===== config.mk =====
export PLATFORM = sky130hd
export DESIGN_NAME = parity_frame_tx
export DESIGN_NICKNAME = d
export VERILOG_FILES = /design/src/rtl/parity_pkg.sv /design/src/rtl/parity_tx_fifo.sv /design/src/rtl/parity_frame_tx.sv
export SDC_FILE = /design/constraint.sdc
export NUM_CORES = 1
export LEC_CHECK = 0
export CAP_MARGIN = 15
export CORE_UTILIZATION = 43
export CTS_CLUSTER_SIZE = 24
export DETAILED_ROUTE_END_ITERATION = 6
export GPL_TIMING_DRIVEN = 0
export PLACE_DENSITY_LB_ADDON = 0.05
export SLEW_MARGIN = 20
export SYNTH_ARGS = -nofsm -noshare
export SYNTH_HDL_FRONTEND = slang
export SYNTH_HIERARCHICAL = 1
export SYNTH_SLANG_ARGS = --single-unit

===== constraint.sdc =====
create_clock -name clk -period 5.5 [get_ports clk]
set_clock_uncertainty 0.05 [all_clocks]
set_input_delay 1.1 -clock clk [delete_from_list [all_inputs] [get_ports clk]]
set_output_delay 1.1 -clock clk [all_outputs]
set_load 0.05 [all_outputs]

===== src/rtl/parity_pkg.sv =====
// Shared types and constants for the serial parity frame transmitter.
package parity_pkg;

  typedef enum logic [1:0] {TX_IDLE, TX_DATA, TX_PARITY} tx_state_e;

  localparam logic PARITY_EVEN = 1'b0;
  localparam logic PARITY_ODD  = 1'b1;

endpackage


===== src/rtl/parity_tx_fifo.sv =====
// Small synchronous FIFO with extra-bit pointers so full/empty need no flag registers.
module parity_tx_fifo #(
  parameter int DEPTH = 2,
  parameter int WIDTH = 8
) (
  input  logic                     clk,
  input  logic                     rst_n,
  input  logic                     push,
  input  logic [WIDTH-1:0]         push_data,
  input  logic                     pop,
  output logic [WIDTH-1:0]         pop_data,
  output logic                     full,
  output logic                     empty,
  output logic [$clog2(DEPTH):0]   count
);
  import parity_pkg::*;

  localparam int AW = $clog2(DEPTH);

  logic [WIDTH-1:0] mem [DEPTH];
  logic [AW:0]      wr_ptr, rd_ptr;
  logic             do_push, do_pop;

  assign count    = wr_ptr - rd_ptr;
  assign full     = (count == (AW+1)'(DEPTH));
  assign empty    = (wr_ptr == rd_ptr);
  assign do_push  = push && !full;
  assign do_pop   = pop && !empty;
  assign pop_data = mem[rd_ptr[AW-1:0]];

  always_ff @(posedge clk or negedge rst_n) begin
    if (!rst_n) begin
      wr_ptr <= '0;
      rd_ptr <= '0;
    end else begin
      if (do_push) wr_ptr <= wr_ptr + 1'b1;
      if (do_pop)  rd_ptr <= rd_ptr + 1'b1;
    end
  end

  // Storage needs no reset: entries are only read between push and pop.
  always_ff @(posedge clk) begin
    if (do_push) mem[wr_ptr[AW-1:0]] <= push_data;
  end

endmodule


===== src/rtl/parity_frame_tx.sv =====
// Buffers parallel words and shifts each out LSB-first followed by one parity bit.
module parity_frame_tx #(
  parameter int DATA_W     = 8,
  parameter int FIFO_DEPTH = 2,
  parameter bit PARITY_ODD = 1'b0
) (
  input  logic              clk,
  input  logic              rst_n,
  input  logic              in_valid,
  input  logic [DATA_W-1:0] in_data,
  output logic              in_ready,
  output logic              data,
  output logic              bit_valid,
  output logic              frame_start,
  output logic              frame_end,
  output logic              busy,
  output logic [5:0]        frame_count
);
  import parity_pkg::*;

  localparam int CW = (DATA_W > 1) ? $clog2(DATA_W) : 1;
  localparam int AW = $clog2(FIFO_DEPTH);

  tx_state_e         state;
  logic [DATA_W-1:0] shift, fifo_q;
  logic [CW-1:0]     bit_cnt;
  logic              acc, push, pop, full, empty;
  logic [AW:0]       count;

  assign in_ready = !full;
  assign push     = in_valid && in_ready;
  // Pop only at a frame boundary; the parity slot doubles as the reload cycle.
  assign pop      = !empty && (state == TX_IDLE || state == TX_PARITY);
  assign busy     = (state != TX_IDLE) || (count != '0);

  parity_tx_fifo #(.DEPTH(FIFO_DEPTH), .WIDTH(DATA_W)) u_fifo (
    .clk       (clk),
    .rst_n     (rst_n),
    .push      (push),
    .push_data (in_data),
    .pop       (pop),
    .pop_data  (fifo_q),
    .full      (full),
    .empty     (empty),
    .count     (count)
  );

  always_ff @(posedge clk or negedge rst_n) begin
    if (!rst_n) begin
      state       <= TX_IDLE;
      shift       <= '0;
      bit_cnt     <= '0;
      acc         <= 1'b0;
      data        <= 1'b0;
      bit_valid   <= 1'b0;
      frame_start <= 1'b0;
      frame_end   <= 1'b0;
      frame_count <= '0;
    end else begin
      case (state)
        TX_IDLE: begin
          data        <= 1'b0;
          bit_valid   <= 1'b0;
          frame_start <= 1'b0;
          frame_end   <= 1'b0;
          if (!empty) begin
            shift   <= fifo_q;
            bit_cnt <= '0;
            acc     <= PARITY_ODD;
            state   <= TX_DATA;
          end
        end
        TX_DATA: begin
          data        <= shift[0];
          bit_valid   <= 1'b1;
          frame_start <= (bit_cnt == '0);
          frame_end   <= 1'b0;
          shift       <= shift >> 1;
          acc         <= acc ^ shift[0];
          bit_cnt     <= bit_cnt + 1'b1;
          if (bit_cnt == CW'(DATA_W-1)) state <= TX_PARITY;
        end
        TX_PARITY: begin
          data        <= acc;
          bit_valid   <= 1'b1;
          frame_start <= 1'b0;
          frame_end   <= 1'b1;
          frame_count <= frame_count + 6'd1;
          if (!empty) begin
            shift   <= fifo_q;
            bit_cnt <= '0;
            acc     <= PARITY_ODD;
            state   <= TX_DATA;
          end else begin
            state   <= TX_IDLE;
          end
        end
        default: state <= TX_IDLE;
      endcase
    end
  end

endmodule

==> reports/qor.txt, run 1 <==
Main combinational cell family by area after synthesis: multiplexers
Crit path time final: 3380 ps
Slew margin rel.: 52.72%
Vias: 1249
Sum Neg Setup Slack: 0 ps
Syn_area_per_cell: 12.75 um^2
Mapped Cells: 161
Synth-to-layout area growth: 17.61%
Ys Warns: 6
Worst min-delay path category: flop to flop
Slew Viols, Final: 0
Initial Util: 45.89%
Critical path class: flop to output pin
Grt ovf: 0
Hold-fix buffers, CTS: 0
DR pass1 iterations: 6
Initial antenna violation count: 0
Largest net degree at the start of global routing: 29
Placeable Area: 4474 um^2
Total CTS buffers: 5
Postcts setup bufs: 0
Reg-to-reg endpoint: u_fifo/mem[1][0]$_DFFE_PP_
Syn_nets: 183
CTS tree: done
Simple-gate portion of the synthesized area: 9.628%
Via density per instance: 5.140
Crit path capture type: output pin
Synth cell count leaders: dfrtp_1, edfxtp_1, nor2_1
ANT cells: 0
Complex-gate fraction of the synthesized area: 7.800%
Synthesized flop and latch total: 44
Count leader, synth: dfrtp_1
Post-synth cell types: 34
FF-to-FF path depth: 7
Clock Path Buffers: 2
Count of final setup violators: 0
RSZ-0062 raised after global routing: false
Max Clock Freq: 295.8 MHz
TritonCTS Sinks: 44
Post-CTS resize count: 0
Synth Area in Adders: 6.703%
Synth top area share: 34.13%
Post-detail-place hpwl: 2.404 mm
Arr. time, crit path: 2230 ps
GPL Wtd Cong: 0.7244
Routed Antenna Nets: 0
I/O Buffers: 22
XOR/XNOR Fraction of Synth Area: 4.205%
Insertion delay to the later sink of the worst-skew pair: 290 ps
Max-capacitance violation count: 0
Die height: 71.10 um
First-pass GRT wire length: 5.816 mm
# IOs: 23
Crit-path max FO: 5
Run status: finished, violations left
Synth area leaders: dfrtp_1, edfxtp_1, ha_1, mux2_1, mux2i_1
Leading area contributor after synthesis: dfrtp_1
Remaining DRCs: 4
Measured slew at the worst slew-check pin: 706.6 ps
Cell row count: 24
Worst setup SP type: flop
Syn Std Cell Area: 2053 um^2
Die X: 71.10 um
Reg2reg start: u_fifo/wr_ptr[0]$_DFFE_PN0P_
Failing checks: design-rule violations
Fillers: 375
Hold path depth: 1
Hold Crit Start: frame_count[5]$_DFFE_PN0N_
Post-synthesis mux area share: 10.66%
Dominant synthesized flop cell: dfrtp_1
FF-to-FF setup slack: 3130 ps
Total track usage: 15.06%
Number of global-route vias before repair: 1297
Seq/Total Area, Yosys: 57.53%
Async set or reset register ratio after synthesis: 63.64%
Share of layout cells above drive strength 1: 14.66%
Hold Path End: frame_count[5]$_DFFE_PN0N_
Initial detailed-routing violation count: 57
Hold Fails Final Rpt: 0
Post-route clock period utilization: 61.46%
EDFF count, synth: 16
CTS H-Tree Depth: 2
Routed len/inst: 13.71 um
Fin nets: 212
Routed WL: 3.331 mm
Reg clk slew, reported paths: 80 ps
Die Footprint: 5055 um^2
Clock Tree Root: clkbuf_8
CP Data Required Time: 4350 ps
-- per-stage QoR --
step           cells  util [%]  setup slack (ps)  hold WS, ps  instance area (um^2)
6_report         243     53.97              2120        428.8                  2415
2_1_floorplan    161         -              3069        413.3                  2053
3_5_place_dp     235     52.15              2424        421.9                  2333
5_1_grt          243     53.97              2008        436.8                  2415
3_3_place_gp     235     52.27              2454        407.2                  2338
4_1_cts          243     53.97              2102        433.8                  2415
-- worst max-delay path: stages, from the launching register on --
cell and delay [ps]:
dfrtp_1 410, inv_1 80, ha_1 360, inv_1 150
nor2_1 90, inv_1 70, clkdlybuf4s50_1 790
-- worst max path at each step --
stage,start,to,cells after the start
6_report,u_fifo/wr_ptr[0]$_DFFE_PN0P_,in_ready,6
3_3_place_gp,u_fifo/wr_ptr[0]$_DFFE_PN0P_,in_ready,6
3_5_place_dp,u_fifo/wr_ptr[0]$_DFFE_PN0P_,in_ready,6
5_1_grt,u_fifo/wr_ptr[0]$_DFFE_PN0P_,in_ready,6
2_1_floorplan,u_fifo/wr_ptr[0]$_DFFE_PN0P_,busy,5
4_1_cts,u_fifo/wr_ptr[0]$_DFFE_PN0P_,in_ready,6
-- kinds of logic (layout without fill, tap and decap cells) --
kind of cell	Yosys count	after routing
flops	44	44
simple gates	42	42
compound gates	22	22
mux	20	20
buf+inv	13	43
fa+ha+maj	11	11
xor+xnor	9	9
-- per-layer routing --
layer  track usage, %  up-vias  wire length (um)
met5                0        -                 0
met1            18.72      613              1528
li1                 -      609                 -
met2            25.21       23              1662
met3            3.846        4               103
met4            6.000        0                37
-- layout by cell type, fill, tap and decap left out, types with 3 or more instances in the layout --
| cell | Yosys | routed |
|---|---|---|
| dfrtp_1 | 28 | 28 |
| clkdlybuf4s50_1 | 0 | 21 |
| edfxtp_1 | 16 | 16 |
| nor2_1 | 14 | 14 |
| nand2_1 | 13 | 13 |
| ha_1 | 11 | 11 |
| inv_1 | 9 | 9 |
| mux2i_1 | 7 | 7 |
| a21oi_2 | 7 | 7 |
| o21ai_0 | 7 | 7 |
| mux2_1 | 7 | 7 |
| clkbuf_8 | 1 | 6 |
| xnor2_1 | 5 | 5 |
| mux2_2 | 5 | 5 |
| nand3_1 | 3 | 3 |
| xor2_1 | 3 | 3 |
| nand2b_1 | 3 | 3 |
-- sequential cells by signal (all words and copies together) (netlist names) --
| name | cells |
|---|---|
| u_fifo/mem | 16 |
| shift | 8 |
| frame_count | 6 |
| bit_cnt | 3 |
| state | 2 |
| u_fifo/rd_ptr | 2 |
| u_fifo/wr_ptr | 2 |
| acc | 1 |
| bit_valid | 1 |
| data | 1 |
| frame_end | 1 |
| frame_start | 1 |
-- cell type report --
cell class,instances,area (um^2),area share (%)
sequential,44,1181,48.91
multi-input combinational,104,800.8,33.16
timing repair buffer,22,215.2,8.912
clock buffer,7,76.32,3.161
tap,52,65.06,2.694
buffer,4,37.54,1.554
inverter,9,33.78,1.399
clock inverter,1,5.005,0.2073
Power of run 1 is left out: the tool's default activity adds up to more than one toggle a clock period on the data nets, which glitch-free logic cannot reach.
==> inputs of run 2 (changes only) <==
==> constraint.sdc (replaced) <==
create_clock -name clk -period 3.3 [get_ports clk]
set_clock_uncertainty 0.05 [all_clocks]
set_input_delay 0.66 -clock clk [delete_from_list [all_inputs] [get_ports clk]]
set_output_delay 0.66 -clock clk [all_outputs]
set_load 0.05 [all_outputs]
==> results of run 2 <==
The final DEF is identical to that of run 1. Status: finished, violations left: design-rule violations.
Among the figures that moved: setup slack after placement 2424 ps -> 664.3 ps; setup slack after layout 2120 ps -> 359.7 ps; hold slack 428.8 ps -> 328.2 ps; register-to-register setup slack 3130 ps -> 930 ps
Power of run 2 is left out for the same reason.
